### src/rtl/tl_pkg.sv
// rtl/tl_pkg.sv - phase codes, lamp encodings and BCD helpers for the traffic phase scheduler
package tl_pkg;

    typedef enum logic [2:0] {
        PH_NS_G,
        PH_NS_Y,
        PH_CLR,
        PH_EW_G,
        PH_EW_Y
    } phase_e;

    localparam logic [7:0] CODE_NS_G = 8'h00;
    localparam logic [7:0] CODE_NS_Y = 8'h01;
    localparam logic [7:0] CODE_CLR  = 8'hAA;
    localparam logic [7:0] CODE_EW_G = 8'h11;
    localparam logic [7:0] CODE_EW_Y = 8'h10;
    localparam logic [7:0] CODE_HOLD = 8'hEE;

    // {ew_r, ew_y, ew_g, ns_r, ns_y, ns_g}
    localparam logic [5:0] LAMP_NS_G = 6'b100_001;
    localparam logic [5:0] LAMP_NS_Y = 6'b100_010;
    localparam logic [5:0] LAMP_CLR  = 6'b100_100;
    localparam logic [5:0] LAMP_EW_G = 6'b001_100;
    localparam logic [5:0] LAMP_EW_Y = 6'b010_100;

    function automatic logic [7:0] phase_code(input phase_e p);
        case (p)
            PH_NS_G: phase_code = CODE_NS_G;
            PH_NS_Y: phase_code = CODE_NS_Y;
            PH_EW_G: phase_code = CODE_EW_G;
            PH_EW_Y: phase_code = CODE_EW_Y;
            default: phase_code = CODE_CLR;
        endcase
    endfunction

    function automatic logic [5:0] phase_lamp(input phase_e p);
        case (p)
            PH_NS_G: phase_lamp = LAMP_NS_G;
            PH_NS_Y: phase_lamp = LAMP_NS_Y;
            PH_EW_G: phase_lamp = LAMP_EW_G;
            PH_EW_Y: phase_lamp = LAMP_EW_Y;
            default: phase_lamp = LAMP_CLR;
        endcase
    endfunction

    // Two-digit BCD decrement that saturates at 00.
    function automatic logic [7:0] bcd_dec8(input logic [7:0] v);
        if (v == 8'h00) begin
            bcd_dec8 = 8'h00;
        end else if (v[3:0] == 4'd0) begin
            bcd_dec8 = {v[7:4] - 4'd1, 4'd9};
        end else begin
            bcd_dec8 = {v[7:4], v[3:0] - 4'd1};
        end
    endfunction

    function automatic logic [7:0] to_bcd8(input int unsigned n);
        to_bcd8 = {4'(n / 10), 4'(n % 10)};
    endfunction

endpackage

### src/rtl/tl_bcd_down.sv
// rtl/tl_bcd_down.sv - two-digit BCD down-counter with load, hold, decrement enable and zero flag
module tl_bcd_down
    import tl_pkg::*;
#(
    parameter logic [7:0] RESET_VAL = 8'h00
) (
    input  logic       clk_i,
    input  logic       reset_i,
    input  logic       load_i,
    input  logic [7:0] load_val_i,
    input  logic       hold_i,
    input  logic       dec_i,
    output logic [7:0] count_o,
    output logic [7:0] count_d_o,
    output logic       zero_o
);

    logic [7:0] count_q;
    logic [7:0] count_d;

    always_comb begin
        count_d = count_q;
        if (load_i) begin
            count_d = load_val_i;
        end else if (dec_i && !hold_i) begin
            count_d = bcd_dec8(count_q);
        end
    end

    always_ff @(posedge clk_i) begin
        if (reset_i) begin
            count_q <= RESET_VAL;
        end else begin
            count_q <= count_d;
        end
    end

    assign count_o   = count_q;
    assign count_d_o = count_d;
    assign zero_o    = (count_q == 8'h00);

endmodule

### src/rtl/traffic_phase_scheduler.sv
// rtl/traffic_phase_scheduler.sv - NS/EW phase sequencer with pedestrian cut and emergency preempt
// Optional feature macro: TL_PED_EN (pedestrian latches and green truncation).
module traffic_phase_scheduler
    import tl_pkg::*;
#(
    parameter int unsigned GREEN_S   = 9,
    parameter int unsigned YELLOW_S  = 4,
    parameter int unsigned CLEAR_S   = 1,
    parameter int unsigned PED_CUT_S = 3
) (
    input  logic        clk_50MHz,
    input  logic        reset,
    input  logic        tick_1hz,
    input  logic        ped_req_ns,
    input  logic        ped_req_ew,
    input  logic        emerg_req,
    input  logic        emerg_dir,
    output logic [5:0]  light,
    output logic        flash_en,
    output logic [15:0] total_state
);

    localparam logic [7:0] GREEN_BCD  = to_bcd8(GREEN_S - 1);
    localparam logic [7:0] YELLOW_BCD = to_bcd8(YELLOW_S - 1);
    localparam logic [7:0] CLEAR_BCD  = to_bcd8(CLEAR_S - 1);
    localparam logic [7:0] CUT_BCD    = to_bcd8(PED_CUT_S - 1);

    phase_e      phase_q, phase_d;
    logic        next_dir_q, next_dir_d;
    logic        hold_q, hold_d;
    logic        cnt_load, cnt_dec;
    logic [7:0]  cnt_load_val;
    logic [7:0]  cnt_q, cnt_d;
    logic        cnt_zero;
    logic        in_green, green_dir;
    logic        ped_hit, ped_cut;
    logic [5:0]  light_d;
    logic        flash_d;
    logic [15:0] total_d;

    tl_bcd_down #(
        .RESET_VAL (CLEAR_BCD)
    ) u_cnt (
        .clk_i      (clk_50MHz),
        .reset_i    (reset),
        .load_i     (cnt_load),
        .load_val_i (cnt_load_val),
        .hold_i     (hold_d),
        .dec_i      (cnt_dec),
        .count_o    (cnt_q),
        .count_d_o  (cnt_d),
        .zero_o     (cnt_zero)
    );

    assign in_green  = (phase_q == PH_NS_G) || (phase_q == PH_EW_G);
    assign green_dir = (phase_q == PH_EW_G);
    assign ped_cut   = ped_hit && (cnt_q > CUT_BCD);

`ifdef TL_PED_EN
    logic ped_ns_q, ped_ns_d;
    logic ped_ew_q, ped_ew_d;
    logic ns_entry, ew_entry;

    assign ns_entry = tick_1hz && (phase_d == PH_NS_G) && (phase_q != PH_NS_G);
    assign ew_entry = tick_1hz && (phase_d == PH_EW_G) && (phase_q != PH_EW_G);
    // A press on the entry cycle itself survives, so it serves the next cycle.
    assign ped_ns_d = (ped_ns_q && !ns_entry) || ped_req_ns;
    assign ped_ew_d = (ped_ew_q && !ew_entry) || ped_req_ew;
    assign ped_hit  = ((phase_q == PH_EW_G) && ped_ns_q) || ((phase_q == PH_NS_G) && ped_ew_q);

    always_ff @(posedge clk_50MHz) begin
        if (reset) begin
            ped_ns_q <= 1'b0;
            ped_ew_q <= 1'b0;
        end else begin
            ped_ns_q <= ped_ns_d;
            ped_ew_q <= ped_ew_d;
        end
    end
`else
    logic unused_ped;
    assign unused_ped = ped_req_ns ^ ped_req_ew;
    assign ped_hit    = 1'b0;
`endif

    always_ff @(posedge clk_50MHz) begin
        if (reset) begin
            phase_q     <= PH_CLR;
            next_dir_q  <= 1'b0;
            hold_q      <= 1'b0;
            light       <= LAMP_CLR;
            flash_en    <= 1'b0;
            total_state <= {CODE_CLR, CLEAR_BCD};
        end else begin
            phase_q     <= phase_d;
            next_dir_q  <= next_dir_d;
            hold_q      <= hold_d;
            light       <= light_d;
            flash_en    <= flash_d;
            total_state <= total_d;
        end
    end

    always_comb begin
        phase_d      = phase_q;
        next_dir_d   = next_dir_q;
        hold_d       = hold_q;
        cnt_load     = 1'b0;
        cnt_load_val = 8'h00;
        cnt_dec      = 1'b0;
        if (tick_1hz) begin
            if (in_green) begin
                if (emerg_req && (emerg_dir == green_dir)) begin
                    hold_d = 1'b1;
                end else if (emerg_req) begin
                    hold_d       = 1'b0;
                    phase_d      = green_dir ? PH_EW_Y : PH_NS_Y;
                    cnt_load     = 1'b1;
                    cnt_load_val = YELLOW_BCD;
                end else if (hold_q) begin
                    // Release tick only unfreezes; counting resumes next tick.
                    hold_d = 1'b0;
                end else if (cnt_zero) begin
                    phase_d      = green_dir ? PH_EW_Y : PH_NS_Y;
                    cnt_load     = 1'b1;
                    cnt_load_val = YELLOW_BCD;
                end else if (ped_cut) begin
                    cnt_load     = 1'b1;
                    cnt_load_val = CUT_BCD;
                end else begin
                    cnt_dec = 1'b1;
                end
            end else if (phase_q == PH_CLR) begin
                if (cnt_zero) begin
                    cnt_load     = 1'b1;
                    cnt_load_val = GREEN_BCD;
                    // next_dir tracks the served green so the following CLR toggle hands over.
                    if (emerg_req) begin
                        phase_d    = emerg_dir ? PH_EW_G : PH_NS_G;
                        next_dir_d = emerg_dir;
                    end else begin
                        phase_d = next_dir_q ? PH_EW_G : PH_NS_G;
                    end
                end else begin
                    cnt_dec = 1'b1;
                end
            end else begin
                if (cnt_zero) begin
                    phase_d      = PH_CLR;
                    next_dir_d   = !next_dir_q;
                    cnt_load     = 1'b1;
                    cnt_load_val = CLEAR_BCD;
                end else begin
                    cnt_dec = 1'b1;
                end
            end
        end
    end

    always_comb begin
        light_d = phase_lamp(phase_d);
        flash_d = ((phase_d == PH_NS_G) || (phase_d == PH_EW_G)) && (cnt_d < 8'h03) && !hold_d;
        total_d = {phase_code(phase_d), hold_d ? CODE_HOLD : cnt_d};
    end

endmodule

### config.mk
export PLATFORM = sky130hd
export DESIGN_NAME = traffic_phase_scheduler
export DESIGN_NICKNAME = d
export VERILOG_FILES = /design/src/rtl/tl_pkg.sv /design/src/rtl/tl_bcd_down.sv /design/src/rtl/traffic_phase_scheduler.sv
export SDC_FILE = /design/constraint.sdc
export NUM_CORES = 1
export LEC_CHECK = 0
export BUFFER_PORTS_ARGS = -buffer_cell sky130_fd_sc_hd__buf_2
export CORE_ASPECT_RATIO = 1.1
export CORE_MARGIN = 5
export CORE_UTILIZATION = 35
export DETAILED_ROUTE_END_ITERATION = 16
export PLACE_DENSITY = 0.51
export SLEW_MARGIN = 20
export SYNTH_ARGS = -nofsm -noshare
export SYNTH_HDL_FRONTEND = slang
export SYNTH_HIERARCHICAL = 1
export SYNTH_SLANG_ARGS = --single-unit
### constraint.sdc
create_clock -name clk_50MHz -period 4.7 [get_ports clk_50MHz]
set_input_delay 0 -clock clk_50MHz [delete_from_list [all_inputs] [get_ports clk_50MHz]]
set_output_delay 0 -clock clk_50MHz [all_outputs]
set_load 0.03 [all_outputs]
* After elaboration in Yosys (flattened, before gate mapping)
Cells that the tools add are included.
Operators by class: $add $sub $neg 2, div/mod/pow operators 0, $lt $le $gt $ge 1, muxes and demuxes 47, bitwise gates (word level) 1, multipliers 0, reductions and logical operators 14, equal/unequal tests 7, shifts and indexed selects 0
Operators with widths (count):
- 8-bit 2-to-1 mux | 8
- 8-bit one-hot mux with 4 select lines | 1
- 3-bit 2-to-1 mux | 10
- 6-bit one-hot mux with 4 select lines | 1
- 1-bit 2-to-1 mux | 19
- 2-bit 2-to-1 mux | 7
- 3-bit by 2-bit == test with 1-bit output, second input constant | 3
- 8-bit zero test | 1
- 8-bit by 2-bit < comparator with 1-bit output, second input constant | 1
- 4-bit by 1-bit subtractor with 4-bit output, second input constant | 2
- 3-bit zero test | 2
- 1-bit logical AND | 4
- 4-bit zero test | 1
- 4-bit 2-to-1 mux | 1
- 4-bit AND reduction | 1
- 3-bit by 1-bit == test with 1-bit output, second input constant | 1
- 3-bit == test, second input constant | 1
- 1-bit zero test | 2
- 1-bit logical OR | 2
- 2-bit inequality test, second input constant | 1
- 2-bit OR reduction | 1
- 1-bit == test | 1
- 1-bit inverter | 1
Word-level totals: bits in latches 0, word-level logic and storage cells 80, register bits after elaboration 36, memories kept 0, RAM bits 0, bits of input ports 7, memory bits (read-only) 0

* Logic depth before layout (Yosys ltp)
depth after elaboration 13, gate-level depth with buffers 14, mapped depth without buffers 14

* Modules after synthesis
The synthesis kept the hierarchy.
Modules (own cells, without submodules):
- traffic_phase_scheduler | area each 1122.3 µm², cells each 114, instances 1
- tl_bcd_down | area each 600.6 µm², cells each 75, instances 1

* Least setup slack after synthesis
Ideal clock, no wire load.
kind reg2reg, from register u_cnt.count_q[0] (netlist: u_cnt/count_o[0]), to register flash_en, cell stages (with the launch flop) 15, data required time 4.600 ns, slack 1.399 ns, data arrival time 3.201 ns, setup time 0.100 ns, path buffers 1, cells stage by stage dfxtp_1 inv_1 ha_1 nor3b_4 and2_1 or3b_4 a21oi_1 o21bai_1 inv_1 buf_2 nor2_1 nor2_1 nor4_1 nand3_1 a2111oi_4
Between the ends: elaborated cells on any way between the ends 43, those cells by class 1 x add/sub; 1 x order compare; 1 x eq/ne; 33 x mux; 7 x reduce/logical
RTL lines:
- from (decl) | line tl_bcd_down.sv:18 | logic [7:0] count_q;
- from (signal assigned) | line tl_bcd_down.sv:34 | count_q <= count_d;
- 8-bit zero test | line tl_bcd_down.sv:40 | assign zero_o = (count_q == 8'h00);
- via cnt_zero | line traffic_phase_scheduler.sv:34 | logic cnt_zero;
- 2-bit 2-to-1 mux | line traffic_phase_scheduler.sv:123 | end else if (cnt_zero) begin
- 2-bit 2-to-1 mux | line traffic_phase_scheduler.sv:120 | end else if (hold_q) begin
- 2-bit 2-to-1 mux | line traffic_phase_scheduler.sv:115 | end else if (emerg_req) begin
- 2-bit 2-to-1 mux | line traffic_phase_scheduler.sv:113 | if (emerg_req && (emerg_dir == green_dir)) begin
- 8-bit 2-to-1 mux | line traffic_phase_scheduler.sv:112 | if (in_green) begin
- 8-bit 2-to-1 mux | line traffic_phase_scheduler.sv:111 | if (tick_1hz) begin
- via cnt_load_val[0] | line traffic_phase_scheduler.sv:32 | logic [7:0] cnt_load_val;
- 8-bit 2-to-1 mux | line tl_bcd_down.sv:23 | if (load_i) begin
- 8-bit by 2-bit < comparator with 1-bit output | line traffic_phase_scheduler.sv:162 | flash_d = ((phase_d == PH_NS_G) || (phase_d == PH_EW_G)) && (cnt_d < 8'h03) && !hold_d;
- 1-bit logical AND (2 in a row) | line traffic_phase_scheduler.sv:162
- to (signal assigned) | line traffic_phase_scheduler.sv:99 | flash_en <= flash_d;
- to (decl) | line traffic_phase_scheduler.sv:19 | output logic flash_en,
The timed path passes the listed nets, and every way through them passes these cells. A chain may end at the register's enable or synchronous reset.

* Worst setup path after layout
Ends and elaborated chain as after synthesis.

==> flow_summary.json <==
{
  "setup.worst_path.start": "u_cnt/count_o[0]$_SDFF_PP0_",
  "slowest_delay_ns": 0.45,
  "grt_max_degree": 30,
  "critical_path.reg2reg.startpoint": "u_cnt/count_o[0]$_SDFF_PP0_",
  "outcome": "finished, final reports clean",
  "fp.dieH_um": 83.6,
  "power_density_nw_per_um2": 756,
  "layout_min_cycle_time_ns": 4.01,
  "crit_cells": 12,
  "design.final.nets": 228,
  "tritoncts": "built",
  "synth-async-reset-ratio": 0,
  "worst_slew_pin_slew_ns": 0.673,
  "synth-main-ff-cell": "sky130_fd_sc_hd__dfxtp_1",
  "synth_sequential_area_ratio": 0.360,
  "wl_per_cell_um": 13.8,
  "die-width_um": 76.9,
  "maxClockFrequency_mhz": 249,
  "yosys.area.top_type": "sky130_fd_sc_hd__dfxtp_1",
  "hpwlAfterDp_mm": 2.85,
  "boundaryPins": 30,
  "synth_enable_flop_cells": 0,
  "number_of_antenna_violations_at_the_first_check_in_global_routing": 0,
  "finalSetupViolations": 0,
  "drt_pass_1_iters": 4,
  "most_used_cell_along_the_critical_path": "sky130_fd_sc_hd__inv_1",
  "synthesized_instance_count": 189,
  "finClkSkew_ns": 0.00387,
  "insertedDiodeCount": 0,
  "placeableCoreArea_sq_um": 4720,
  "type_of_the_worst_setup_path": "flip-flop to flip-flop",
  "drc_errors": 0,
  "routability_cong": 0.804,
  "critical_path.cell_chain": "inv_1 > ha_1 > nor3b_4 > and2_1 > or3b_4 > a21oi_1 > o21bai_1 > inv_1 > mux2_4 > nor4_1 > nand3_1 > a2111oi_4",
  "drt.antenna.violating_nets": 0,
  "cts_buffer_count": 5,
  "layout.cells.most_common": "sky130_fd_sc_hd__dfxtp_1",
  "final.period_utilization": 0.854,
  "timing.critical_path.buf_inv": 2,
  "numPortBuffers": 25,
  "final_cell_mix": "31 x sky130_fd_sc_hd__dfxtp_1, 25 x sky130_fd_sc_hd__buf_2, 16 x sky130_fd_sc_hd__a21oi_1, 16 x sky130_fd_sc_hd__nor2_1, 14 x sky130_fd_sc_hd__inv_1",
  "worst_ir_drop_vdd_mv": 0.316,
  "setup_repair_after_global_routing_missed_its_margin": "false",
  "dieArea_sq_um": 6430,
  "clock_tree.root_cell": "sky130_fd_sc_hd__clkbuf_8",
  "area.growth.synth_to_final_pct": 15.1,
  "post_synth_instance_area_sq_um": 1720,
  "required_ns": 4.88,
  "cap_viol_max_count": 0,
  "worst-r2r-setup-slack_ns": 0.69,
  "cts-htree-levels": 2,
  "hold_class": "input port to flip-flop",
  "postSynthRegisterBits": 31,
  "cell_rows": 26,
  "holdCritStartpoint": "reset",
  "worstPathMaxFanout": 16,
  "post_drt_via_cell_ratio": 5.02,
  "netlist.area_leader.share": 0.360,
  "syn_avg_cell_area_sq_um": 9.12,
  "gr-usage-all-layers": 0.125,
  "cts_hold_buf": 0,
  "detail_route.iter0.violations": 37,
  "worstSetupEndpoint": "flash_en$_SDFF_PP0_",
  "cp-end-kind": "flip-flop",
  "crit_family": "simple AND/OR/NAND/NOR gates",
  "final_max_slew_viol_count": 0,
  "post-cts-setup-buffers": 0,
  "crit_path_max_delay_cell_type": "sky130_fd_sc_hd__or3b_4",
  "clock-sinks": 31,
  "clk_transition_reported_paths_ns": 0.07,
  "congestion_overflow_gr": 0,
  "grt_pass1_wl_mm": 6.64,
  "timing.hold.ws_ns": 0.186,
  "post_synth_num_cell_types": 58,
  "insertion_delay_ns": 0.27,
  "layout-drive-gt1-share": 0.261,
  "worst_r2r_path_depth": 12,
  "total_via_count_after_detailed_routing": 1375,
  "yosysWarningCount": 6,
  "power.leakage_nw": 0.830,
  "finalHoldViolCount": 0,
  "crit_path_start_kind": "flip-flop",
  "worst_r2r_endpoint": "flash_en$_SDFF_PP0_",
  "largest_cells_by_area_after_synthesis": "sky130_fd_sc_hd__dfxtp_1 36%, sky130_fd_sc_hd__a21oi_1 4.6%, sky130_fd_sc_hd__a211oi_1 3.9%",
  "totalWireLength_mm": 3.79,
  "number_of_resized_instances_in_the_post_cts_repair_step": 0,
  "timing.max_slew.rel_slack": 0.551,
  "setup_total_negative_slack_ns": 0,
  "timing.critical_path.arrival_ns": 4.19,
  "cts-root-to-sink-buffers": 2,
  "first_global_vias": 1367,
  "initial_core_util": 0.365
}
## worst min path at each step
| stage | endpoint | slack, ns | cells past startpoint |
|---|---|---|---|
| after CTS | hold_q$_SDFF_PP0_ | 0.19 | 2 |
| after floorplan | light[2]$_SDFF_PP1_ | 0.12 | 1 |
| final | hold_q$_SDFF_PP0_ | 0.19 | 2 |
| after global routing | hold_q$_SDFF_PP0_ | 0.22 | 2 |
| after global placement | light[5] | 0.44 | 1 |
| after detailed placement | total_state[3] | 0.43 | 1 |
## worst register-to-register path: stages, from the launching register on
cell,delay [ns]
sky130_fd_sc_hd__dfxtp_1,0.34
sky130_fd_sc_hd__inv_1,0.09
sky130_fd_sc_hd__ha_1,0.20
sky130_fd_sc_hd__nor3b_4,0.37
sky130_fd_sc_hd__and2_1,0.33
sky130_fd_sc_hd__or3b_4,0.45
sky130_fd_sc_hd__a21oi_1,0.31
sky130_fd_sc_hd__o21bai_1,0.31
sky130_fd_sc_hd__inv_1,0.37
sky130_fd_sc_hd__mux2_4,0.39
sky130_fd_sc_hd__nor4_1,0.26
sky130_fd_sc_hd__nand3_1,0.17
sky130_fd_sc_hd__a2111oi_4,0.35
## where the power goes
| part | total [mW] | switching (mW) | internal, mW |
|---|---|---|---|
| Combinational | 0.831 | 0.516 | 0.315 |
| Clock | 0.272 | 0.100 | 0.172 |
| Sequential | 0.396 | 0.0532 | 0.343 |
| Total | 1.50 | 0.669 | 0.830 |
## routing by layer
metal  part of all wire  vias up  GRT usage
li1                   -      716          -
met1               0.47      635      0.156
met2               0.49       20      0.205
met3              0.035        4     0.0313
met4              0.012        0     0.0461
met5                  0        -          0
## layout make-up
cell class | count | area [sq um]
clock buffers | 6 | 82.6
clock inverters | 2 | 35.0
fillers | 462 | 2730
inverters | 15 | 56.3
multi-input cells | 137 | 978
flip-flops and latches | 31 | 621
well taps | 56 | 70.1
repair buffers | 27 | 140
## stage by stage
stage / util / instances / area [sq um] / power, mW / setup slack [ns]
2_1_floorplan: - / 196 / 1750 / 1.08 / 1.40
3_3_place_gp: 0.395 / 266 / 1870 / 1.24 / 0.712
3_5_place_dp: 0.395 / 266 / 1870 / 1.24 / 0.684
4_1_cts: 0.420 / 274 / 1980 / 1.52 / 0.652
5_1_grt: 0.420 / 274 / 1980 / 1.62 / 0.324
6_report: 0.420 / 274 / 1980 / 1.50 / 0.685
## synthesized netlist by cell type, types with 5 or more instances
| library cell | count |
|---|---|
| sky130_fd_sc_hd__dfxtp_1 | 31 |
| sky130_fd_sc_hd__a21oi_1 | 16 |
| sky130_fd_sc_hd__nor2_1 | 16 |
| sky130_fd_sc_hd__inv_1 | 14 |
| sky130_fd_sc_hd__nand2_1 | 10 |
| sky130_fd_sc_hd__a211oi_1 | 9 |
| sky130_fd_sc_hd__nor3_1 | 7 |
| sky130_fd_sc_hd__buf_4 | 5 |
| sky130_fd_sc_hd__nor2b_1 | 5 |
| sky130_fd_sc_hd__o21ai_0 | 5 |
## flip-flops by register name (all words and copies together), names as in the netlist
signal and cells:
total_state 11, u_cnt/count_o 8, light 6, phase_q 3
flash_en 1, hold_q 1, next_dir_q 1
## logic make-up after synthesis
kind of cell | share of synthesized area
AND/OR/NAND/NOR | 0.248
XOR/XNOR | 0.00508
other | 0.00218
buffers and inverters | 0.0871
adder cells (fa/ha/maj) | 0.0290
flip-flops | 0.360
multiplexers | 0.0327
AO/OA/AOI/OAI | 0.235
(Power assumes the default switching activity.)
